===== config.mk =====
export PLATFORM = sky130hd
export DESIGN_NAME = mem_access_unit
export DESIGN_NICKNAME = d
export VERILOG_FILES = /design/src/rtl/mem_pkg.sv /design/src/rtl/load_align.sv /design/src/rtl/mem_access_unit.sv
export SDC_FILE = /design/constraint.sdc
export NUM_CORES = 1
export LEC_CHECK = 0
export ABC_AREA = 1
export BUFFER_PORTS_ARGS = -buffer_cell sky130_fd_sc_hd__buf_2
export CORE_MARGIN = 2
export CORE_UTILIZATION = 48
export CTS_CLUSTER_DIAMETER = 120
export DETAILED_ROUTE_END_ITERATION = 6
export PLACE_DENSITY = 0.8
export SLEW_MARGIN = 20
export SYNTH_ARGS = -nofsm -noshare
export SYNTH_HDL_FRONTEND = slang
export SYNTH_SLANG_ARGS = --single-unit
export TNS_END_PERCENT = 10

===== constraint.sdc =====
create_clock -name clk -period 1.6 [get_ports clk]
set_input_delay 0.08 -clock clk [delete_from_list [all_inputs] [get_ports clk]]
set_output_delay 0.08 -clock clk [all_outputs]
set_load 0.02 [all_outputs]

===== src/rtl/mem_pkg.sv =====
// mem_pkg: shared definitions for the data-memory access path.
//   - access size encodings (matching the decoder's inst_size field)
//   - access FSM state encoding
//   - byte-enable constants and small helpers for legality, enables and
//     store-lane replication
package mem_pkg;

  localparam logic [1:0] WORD = 2'b00;
  localparam logic [1:0] HALF = 2'b01;
  localparam logic [1:0] BYTE = 2'b10;

  localparam logic [3:0] BE_BYTE = 4'b0001;
  localparam logic [3:0] BE_HALF = 4'b0011;
  localparam logic [3:0] BE_WORD = 4'b1111;

  typedef enum logic [1:0] {
    IDLE = 2'b00,
    WAIT = 2'b01,
    RESP = 2'b10
  } mau_state_e;

  // Natural alignment check; the reserved size code is never legal.
  function automatic logic size_aligned(input logic [1:0] size,
                                        input logic [1:0] offset);
    logic ok;
    case (size)
      WORD:    ok = (offset == 2'b00);
      HALF:    ok = ~offset[0];
      BYTE:    ok = 1'b1;
      default: ok = 1'b0;
    endcase
    return ok;
  endfunction

  function automatic logic [3:0] byte_enables(input logic [1:0] size,
                                              input logic [1:0] offset);
    logic [3:0] be;
    case (size)
      WORD:    be = BE_WORD;
      HALF:    be = offset[1] ? (BE_HALF << 2) : BE_HALF;
      default: be = BE_BYTE << offset;
    endcase
    return be;
  endfunction

  // Replicate the store operand across every lane so the memory only has
  // to honour the byte enables, not shift data.
  function automatic logic [31:0] store_lanes(input logic [1:0]  size,
                                              input logic [31:0] wdata);
    logic [31:0] d;
    case (size)
      BYTE:    d = {4{wdata[7:0]}};
      HALF:    d = {2{wdata[15:0]}};
      default: d = wdata;
    endcase
    return d;
  endfunction

endpackage


===== src/rtl/load_align.sv =====
// load_align: picks the addressed byte/half lane out of a 32-bit read word
// and sign- or zero-extends it. Purely combinational so it can also sit in
// a fetch path.
//   rdata       in  32  raw bus read word
//   offset      in  2   byte offset within the word
//   size        in  2   WORD/HALF/BYTE
//   is_unsigned in  1   1 = zero-extend
//   data        out 32  aligned, extended result
module load_align
  import mem_pkg::*;
(
  input  logic [31:0] rdata,
  input  logic [1:0]  offset,
  input  logic [1:0]  size,
  input  logic        is_unsigned,
  output logic [31:0] data
);

  logic [7:0]  byte_lane;
  logic [15:0] half_lane;

  always_comb begin
    byte_lane = rdata[8*offset +: 8];
    half_lane = offset[1] ? rdata[31:16] : rdata[15:0];
    case (size)
      BYTE:    data = {{24{byte_lane[7] & ~is_unsigned}}, byte_lane};
      HALF:    data = {{16{half_lane[15] & ~is_unsigned}}, half_lane};
      default: data = rdata;
    endcase
  end

endmodule


===== src/rtl/mem_access_unit.sv =====
// mem_access_unit: RV32I data-memory access unit. Turns decoded load/store
// controls into a single-outstanding req/ack bus transaction, and returns
// extended load data for write-back.
//   clk, reset                       clock, synchronous active-high reset
//   mem_read/mem_write/inst_size/
//   load_unsigned/addr/wdata/rd_in   request from execute
//   stall                            holds upstream stages (combinational)
//   load_valid/load_data/rd_out      completed load
//   access_err                       pulse: illegal request rejected
//   bus_err                          pulse: no ack within TIMEOUT
//   bus_req/bus_we/bus_addr/
//   bus_be/bus_wdata/bus_ack/
//   bus_rdata                        data bus
//
// state | meaning
// IDLE  | ready; accepts a legal request, rejects an illegal one
// WAIT  | bus_req high, waiting for bus_ack or timeout
// RESP  | load data registered; load_valid for one cycle
module mem_access_unit
  import mem_pkg::*;
#(
  parameter int TIMEOUT = 16
) (
  input  logic        clk,
  input  logic        reset,
  input  logic        mem_read,
  input  logic        mem_write,
  input  logic [1:0]  inst_size,
  input  logic        load_unsigned,
  input  logic [31:0] addr,
  input  logic [31:0] wdata,
  input  logic [4:0]  rd_in,
  output logic        stall,
  output logic        load_valid,
  output logic [31:0] load_data,
  output logic [4:0]  rd_out,
  output logic        access_err,
  output logic        bus_err,
  output logic        bus_req,
  output logic        bus_we,
  output logic [31:0] bus_addr,
  output logic [3:0]  bus_be,
  output logic [31:0] bus_wdata,
  input  logic        bus_ack,
  input  logic [31:0] bus_rdata
);

  localparam int               CNT_W   = $clog2(TIMEOUT + 1);
  localparam logic [CNT_W-1:0] CNT_MAX = CNT_W'(TIMEOUT);

  mau_state_e       state, state_nxt;
  logic [CNT_W-1:0] cnt;
  logic [1:0]       offset_q;
  logic [1:0]       size_q;
  logic             unsigned_q;
  logic [31:0]      align_data;
  logic             req, legal, accept, timeout;

  assign req    = mem_read | mem_write;
  assign legal  = size_aligned(inst_size, addr[1:0]) & ~(mem_read & mem_write);
  assign accept = (state == IDLE) & req & legal;
  // An ack on the terminal-count cycle still wins over the timeout.
  assign timeout = (state == WAIT) & ~bus_ack & (cnt == CNT_MAX);

  load_align u_load_align (
    .rdata       (bus_rdata),
    .offset      (offset_q),
    .size        (size_q),
    .is_unsigned (unsigned_q),
    .data        (align_data)
  );

  always_comb begin
    state_nxt = state;
    case (state)
      IDLE: if (accept) state_nxt = WAIT;
      WAIT: begin
        if (bus_ack)      state_nxt = bus_we ? IDLE : RESP;
        else if (timeout) state_nxt = IDLE;
      end
      RESP:    state_nxt = IDLE;
      default: state_nxt = IDLE;
    endcase
  end

  assign stall      = accept | (state == WAIT) | (state == RESP);
  assign bus_req    = (state == WAIT);
  assign load_valid = (state == RESP);
  assign bus_err    = timeout;

  always_ff @(posedge clk) begin
    if (reset) begin
      state      <= IDLE;
      cnt        <= '0;
      offset_q   <= '0;
      size_q     <= '0;
      unsigned_q <= 1'b0;
      access_err <= 1'b0;
      rd_out     <= '0;
      load_data  <= '0;
      bus_we     <= 1'b0;
      bus_addr   <= '0;
      bus_be     <= '0;
      bus_wdata  <= '0;
    end else begin
      state      <= state_nxt;
      access_err <= (state == IDLE) & req & ~legal;
      if (accept) begin
        offset_q   <= addr[1:0];
        size_q     <= inst_size;
        unsigned_q <= load_unsigned;
        bus_we     <= mem_write;
        bus_addr   <= {addr[31:2], 2'b00};
        bus_be     <= byte_enables(inst_size, addr[1:0]);
        bus_wdata  <= store_lanes(inst_size, wdata);
        cnt        <= '0;
        if (mem_read) rd_out <= rd_in;
      end else if ((state == WAIT) && (cnt != CNT_MAX)) begin
        cnt <= cnt + 1'b1;
      end
      if ((state == WAIT) && bus_ack && !bus_we) load_data <= align_data;
    end
  end

endmodule

==> qor.txt, run 1 <==
STA
--------------------------------------------------------------------------------
Final Slew Violations                                                          0
Number of hold-slack violations in the final timing report                     0
Worst hold margin                                                      0.0667 ns
Ratio of final minimum period to clock period                              0.988
Slew @ Worst Pin                                                        0.640 ns
Final setup violating endpoints                                                0
Final Critical Period                                                    1.58 ns
Worst Setup Slack, final                                               0.0184 ns
Max-slew headroom                                                          0.572
Clk_skew                                                              0.00582 ns
Fmax                                                                   0.632 GHz
Setup repair after global routing missed its margin                         true

YOSYS
--------------------------------------------------------------------------------
Post-synth EDFFs                                                               0
Top FF cell, synth                                                       dfxtp_1
Mapped Area                                                         0.00530 sq mm
Number of different library cells in the post-synthesis netlist               31
Count of synthesis-stage warnings from yosys                                   0
Dominant cell type by area after synthesis                               dfxtp_1
Synth Register Bits                                                          117
Share of the synthesized area in the top cell type                         0.442
Asr flop ratio synth                                                           0
Per-instance average area after synthesis                             7.14 sq um
Leading post-synthesis cells by cell area                           dfxtp_1 (44%), nand2_1 (16%), a21oi_1 (12%)
Synthesized netlist cell count                                               743
Register area share after synthesis                                        0.442

POWER
--------------------------------------------------------------------------------
Relative contribution of sequential cells to total power                   0.362
Switching Power                                                          2.41 mW
Internal power                                                           6.24 mW
Clock power frac                                                           0.460
Sw Share                                                                   0.279
Maximum vdd ir drop                                                     0.838 mV
Fraction of power consumed by combinational cells                          0.178
Pwr dens                                                            1030 mW/mm^2
Static leakage                                                           4.07 nW

CRITICAL PATH
--------------------------------------------------------------------------------
Worst setup path endpoint                                           bus_wdata[12]$_SDFFE_PP0P_
Reg2Reg Launch Point                                                state[1]$_SDFFE_PP0P_
Cell type group with the largest total delay on the critical path   buffers and inverters
Required time of the critical path                                       2.01 ns
Capture instance of the worst register-to-register path             bus_wdata[12]$_SDFFE_PP0P_
Worst-path fanout max                                                         24
Crit path capture type                                                 flip-flop
Setup CP Type                                                            reg2reg
Worst Path Buf+Inv                                                             5
Worst EP arrival                                                         1.99 ns
Type of element launching the critical path                            flip-flop
Logic depth of the worst register-to-register path                            10
Critical path depth in cells                                                  10
Critical-path cell with the highest stage delay                          dfxtp_2
List of cells traversed by the critical path                        inv_2, nand2_4, nor2_4, buf_4, buf_4, inv_2, nor2_8, nand2_2, buf_12, o21ai_1
Worst setup path start                                              state[1]$_SDFFE_PP0P_
Register-to-Register Setup Slack                                         0.02 ns
Maximum cell stage delay along the critical path                         0.34 ns

FLOORPLANNING
--------------------------------------------------------------------------------
Area of the core                                                    0.0108 sq mm
Die Y                                                                     109 um
Row count                                                                     38
Chip width                                                                109 um
Full die area                                                       0.0119 sq mm
Number of I/O pins                                                           220
Starting density of the core                                               0.491

ROUTING
--------------------------------------------------------------------------------
Wire length on met3                                                      1760 um
Router iterations before antenna repair                                        5
DR vias/cell                                                                5.38
Total via count in the routed design                                        6561
WL final                                                                20100 um
DRT antenna net count                                                          0
Detail-routed net length per standard cell                               16.5 um
DRT iter0 DRCs                                                               543
Max layer used                                                              met4
Post-route DRC violation count                                                 0
Total met2 wirelength after detailed routing                             9870 um
M1 WL                                                                    7520 um

GLOBAL ROUTE
--------------------------------------------------------------------------------
Number of antenna violations at the first check in global routing              0
Total global routing track utilization                                     0.330
Gr ovfl total                                                                  0
Global-route wire length before repair                                  30600 um
Pin count of the biggest net entering global routing                          48
Via count of the first global-routing pass                                  6429

FINAL LAYOUT
--------------------------------------------------------------------------------
Area overhead of the layout relative to synthesis                          57.6%
Utilization after layout                                                   0.774
Net total in the final layout                                               1184
Fraction of layout cells with a size suffix above 1                        0.289
Final Cell Area                                                     0.00836 sq mm

CTS
--------------------------------------------------------------------------------
Max Root-Sink Buffers                                                          2
Clock buffer count from CTS                                                   17
CTS tree                                                                    done
Clock Sinks                                                                  117
Clock insertion delay at the later pin of the skew report                0.50 ns
Number of levels the H-tree was split into                                     4
Clock transition at path regs                                            0.06 ns
Clock Tree Root                                                         clkbuf_8

PLACED DESIGN
--------------------------------------------------------------------------------
Post-place setup slack                                                 0.0565 ns
Routability-driven placement congestion ratio                              0.875
Estimated wirelength of the detail-placed design                        11100 um
Number of port buffers                                                       217
Total cell area at the placement stage                              0.00657 sq mm

RUN STATUS
--------------------------------------------------------------------------------
Status                                                                 completed

FLOW RUN
--------------------------------------------------------------------------------
Max-Cap Viols                                                                  0

MIN PATH
--------------------------------------------------------------------------------
Depth of the worst hold-timing path                                            5
Path class of the lowest-slack min-delay path                             in2reg

## power groups by stage
stage / sequential (mW) / clock [mW] / combinational (mW)
final: 3.13 / 3.98 / 1.54
after global routing: 3.14 / 4.16 / 1.65
after CTS: 3.12 / 4.00 / 1.46
after detailed placement: 3.18 / 0 / 1.23
after global placement: 3.18 / 0 / 1.21
after floorplan: 3.33 / 0 / 0.612
## routing by layer
metal	up-vias	global-route usage
met5	-	0
met4	0	0.182
met3	95	0.0926
met2	419	0.560
li1	3078	-
met1	2969	0.372
## state kept, by name (all words and copies together), names as in the netlist
register and flops:
bus_wdata 32, load_data 32, bus_addr 30, cnt 5, rd_out 5, bus_be 4, offset_q 2, size_q 2
state 2, access_err 1, bus_we 1, unsigned_q 1
## repair_timing
item,4_1_cts,5_1_grt
hold endpoints to repair,110,0
gates resized for setup,5,17
buffers inserted,3,3
hold buffers,107,0
setup endpoints to repair,1,41
pin swaps,2,4
## how the worst min path moves through the flow
| stage | start | end | slack [ns] |
|---|---|---|---|
| after global placement | rd_in[1] | rd_out[1]$_SDFFE_PP0P_ | 0.30 |
| after CTS | reset | bus_we$_SDFFE_PP0P_ | 0.02 |
| after floorplan | rd_in[0] | rd_out[0]$_SDFFE_PP0P_ | 0.21 |
| after global routing | reset | rd_out[2]$_SDFFE_PP0P_ | 0.05 |
| after detailed placement | rd_in[2] | rd_out[2]$_SDFFE_PP0P_ | 0.32 |
| final | reset | rd_out[0]$_SDFFE_PP0P_ | 0.07 |
## cell families (layout without fill, tap and decap cells)
| family | Yosys count | after routing | share of synthesized area |
|---|---|---|---|
| compound gates | 205 | 205 | 0.198 |
| simple gates | 306 | 306 | 0.243 |
| flops | 117 | 117 | 0.442 |
| fa+ha+maj | 8 | 8 | 0.0189 |
| other cells | 1 | 3 | 0.000707 |
| buf+inv | 103 | 438 | 0.0927 |
| xor+xnor | 3 | 3 | 0.00496 |
## cell usage after synthesis, types with 2 or more instances
master	instances
nand4_1	5
buf_2	17
inv_1	45
buf_4	7
xnor2_1	2
ha_1	8
a21oi_1	127
clkbuf_1	14
inv_2	6
dfxtp_1	117
o21ai_0	46
buf_1	5
buf_6	7
a22oi_1	8
nand2_1	228
nor2_1	20
nand3_1	38
nand2_4	3
nor3_1	2
o21ai_1	23
nand2_2	5
## layout make-up
| cell class | instances | area (sq um) |
|---|---|---|
| multi-input combinational | 524 | 2510 |
| timing repair buffer | 354 | 2490 |
| fill | 711 | 2440 |
| sequential | 117 | 2350 |
| clock buffer | 17 | 414 |
| inverter | 53 | 206 |
| clock inverter | 14 | 201 |
| tap | 140 | 175 |
| antenna | 1 | 2.50 |
## placed cells by master, fill, tap and decap left out, types with 2 or more instances in the layout
cell	n
a21oi_1	127
a22oi_1	8
buf_12	8
buf_2	215
buf_4	22
buf_6	2
bufinv_16	4
clkbuf_16	16
clkinv_4	5
clkinvlp_4	2
conb_1	2
dfxtp_1	113
dfxtp_2	3
dlygate4sd3_1	107
ha_1	6
inv_1	42
inv_2	8
inv_6	3
nand2_1	226
nand2_2	6
nand2_4	4
nand3_1	37
nand4_1	5
nor2_1	20
nor2_4	2
o21ai_0	44
o21ai_1	25
xnor2_1	2
## metrics by stage
step                      total power [mW]  TNS, ns  cells
after detailed placement              4.41        0   1076
final                                 8.65        0   1220
after global placement                4.39        0   1076
after floorplan                       3.94        0    744
after CTS                             8.57        0   1217
after global routing                  8.95  -0.0299   1219
## tightest hold or removal path, delay by kind of cell
| family | cells | cell delay, ns |
|---|---|---|
| buffers and inverters | 3 | 0.33 |
| and+or+nand+nor | 2 | 0.11 |
Power figures use the tool's default switching activity.
==> run 2, diff against run 1 <==
--- a/config.mk
+++ b/config.mk
@@ -11,6 +11,7 @@
 export CORE_UTILIZATION = 48
 export CTS_CLUSTER_DIAMETER = 120
 export DETAILED_ROUTE_END_ITERATION = 6
+export MAX_ROUTING_LAYER = met4
 export PLACE_DENSITY = 0.8
 export SLEW_MARGIN = 20
 export SYNTH_ARGS = -nofsm -noshare
==> run 2 against run 1 <==
Against the previous run: core utilization did not move; sequential cell count is the same; largest power group unchanged; count of clock-buffer cells in the layout is the same; total power hardly changed; combinational power about the same.
==> qor.txt, run 2 (same netlist as run 1, synthesis figures left out) <==
RUN STATUS
--------------------------------------------------------------------------------
Status                                                                 completed

ROUTING
--------------------------------------------------------------------------------
DR vias/cell                                                                5.38
WL final                                                                20100 um
DRT antenna net count                                                          0
Router iterations before antenna repair                                        7
DRT iter0 DRCs                                                               577
Detail-routed net length per standard cell                               16.5 um
Total via count in the routed design                                        6560
Post-route DRC violation count                                                 0

CTS
--------------------------------------------------------------------------------
Number of levels the H-tree was split into                                     4
Clock transition at path regs                                            0.06 ns
Clock Tree Root                                                         clkbuf_8
Clock insertion delay at the later pin of the skew report                0.50 ns
Clock Sinks                                                                  117
Max Root-Sink Buffers                                                          2
Clock buffer count from CTS                                                   17
CTS tree                                                                    done

PLACED DESIGN
--------------------------------------------------------------------------------
Post-place setup slack                                                 0.0565 ns
Number of port buffers                                                       217
Total cell area at the placement stage                              0.00657 sq mm
Estimated wirelength of the detail-placed design                        11100 um
Routability-driven placement congestion ratio                              0.890

FINAL LAYOUT
--------------------------------------------------------------------------------
Total of fill cells in the finished design                                   711
Most common library cell in the layout ignoring fill and taps            nand2_1
Net total in the final layout                                               1184
Utilization after layout                                                   0.774
Area overhead of the layout relative to synthesis                          57.6%
Fraction of layout cells with a size suffix above 1                        0.289
Largest registers                                                   bus_wdata x32, load_data x32, bus_addr x30
Final Cell Area                                                     0.00836 sq mm
Most frequent cells in the layout                                   nand2_1 (226), buf_2 (215), a21oi_1 (127)

STA
--------------------------------------------------------------------------------
Final Slew Violations                                                          0
Worst hold margin                                                      0.0780 ns
Ratio of final minimum period to clock period                              0.987
Slew @ Worst Pin                                                        0.639 ns
Final Critical Period                                                    1.58 ns
Final setup violating endpoints                                                0
Worst Setup Slack, final                                               0.0214 ns
Max-slew headroom                                                          0.573
Setup repair after global routing missed its margin                         true
Fmax                                                                   0.633 GHz
Number of hold-slack violations in the final timing report                     0
Clk_skew                                                              0.00749 ns

POWER
--------------------------------------------------------------------------------
Power consumption                                                        8.65 mW
Static leakage                                                           4.07 nW
Sw Share                                                                   0.279
Internal power                                                           6.24 mW
Pwr dens                                                            1040 mW/mm^2
Fraction of power consumed by combinational cells                          0.178
Clock power frac                                                           0.461
Switching Power                                                          2.41 mW
Relative contribution of sequential cells to total power                   0.362
Maximum vdd ir drop                                                     0.834 mV

MIN PATH
--------------------------------------------------------------------------------
Path class of the lowest-slack min-delay path                             in2reg

CRITICAL PATH
--------------------------------------------------------------------------------
Type of element launching the critical path                            flip-flop
Capture instance of the worst register-to-register path             bus_wdata[12]$_SDFFE_PP0P_
Logic depth of the worst register-to-register path                            10
Worst EP arrival                                                         1.99 ns
Required time of the critical path                                       2.01 ns
Worst setup path start                                              state[1]$_SDFFE_PP0P_
Setup CP Type                                                            reg2reg
Register-to-Register Setup Slack                                         0.02 ns
Reg2Reg Launch Point                                                state[1]$_SDFFE_PP0P_
Crit path capture type                                                 flip-flop
Worst setup path endpoint                                           bus_wdata[12]$_SDFFE_PP0P_
Worst-path fanout max                                                         24

FLOORPLANNING
--------------------------------------------------------------------------------
Starting density of the core                                               0.491
Number of I/O pins                                                           220
Area of the core                                                    0.0108 sq mm
Row count                                                                     38
Chip width                                                                109 um
Die Y                                                                     109 um
Full die area                                                       0.0119 sq mm

GLOBAL ROUTE
--------------------------------------------------------------------------------
Pin count of the biggest net entering global routing                          48
Via count of the first global-routing pass                                  6452
Global-route wire length before repair                                  30600 um
Gr ovfl total                                                                  0
Total global routing track utilization                                     0.339
Number of antenna violations at the first check in global routing              0

FLOW RUN
--------------------------------------------------------------------------------
Max-Cap Viols                                                                  0

## run 2: layout make-up
| class | instances | area [sq um] | share of cell area |
|---|---|---|---|
| Clock inverter | 14 | 201 | 0.0241 |
| Timing Repair Buffer | 354 | 2490 | 0.299 |
| Sequential cell | 117 | 2350 | 0.281 |
| Antenna cell | 1 | 2.50 | 0.000299 |
| Clock buffer | 17 | 414 | 0.0496 |
| Tap cell | 140 | 175 | 0.0210 |
| Inverter | 53 | 206 | 0.0247 |
| Multi-Input combinational cell | 524 | 2510 | 0.301 |
## run 2: worst min-delay path by stage
stage,start,to,slack [ns],cells after the start
2_1_floorplan,rd_in[0],rd_out[0]$_SDFFE_PP0P_,0.21,2
3_3_place_gp,rd_in[1],rd_out[1]$_SDFFE_PP0P_,0.30,3
3_5_place_dp,rd_in[2],rd_out[2]$_SDFFE_PP0P_,0.32,3
4_1_cts,reset,bus_we$_SDFFE_PP0P_,0.02,5
5_1_grt,reset,rd_out[2]$_SDFFE_PP0P_,0.05,5
6_report,reset,rd_out[0]$_SDFFE_PP0P_,0.08,5
## run 2: power groups by stage
stage	clock network, mW	registers, mW	logic, mW
2_1_floorplan	0	3.33	0.612
3_3_place_gp	0	3.18	1.21
3_5_place_dp	0	3.18	1.23
4_1_cts	4.00	3.12	1.46
5_1_grt	4.16	3.14	1.65
6_report	3.99	3.13	1.54
## run 2: worst max-delay path, stage by stage, from the launching register on
cell and delay (ns):
dfxtp_2 0.34, inv_2 0.08, nand2_4 0.06, nor2_4 0.09
buf_4 0.11, buf_4 0.10, inv_2 0.06, nor2_8 0.14
nand2_2 0.13, buf_12 0.18, o21ai_1 0.20
## run 2: per-layer routing
| metal | up-vias | global-route usage | share of wire |
|---|---|---|---|
| li1 | 3081 | - | - |
| met1 | 2954 | 0.375 | 0.37 |
| met2 | 425 | 0.559 | 0.49 |
| met3 | 100 | 0.0849 | 0.090 |
| met4 | 0 | 0.187 | 0.049 |
| met5 | - | - | 0 |
## run 2: through the flow
stage                     setup TNS, ns  cells
after floorplan                       0    744
after global placement                0   1076
after detailed placement              0   1076
after CTS                             0   1217
after global routing            -0.0297   1219
final                                 0   1220
## run 2: repair_timing
action                     4_1_cts  5_1_grt
gates resized for setup          5       17
setup endpoints to repair        1       41
pin swaps                        2        4
hold endpoints to repair       110        0
hold buffers                   107        0
buffers inserted                 3        3
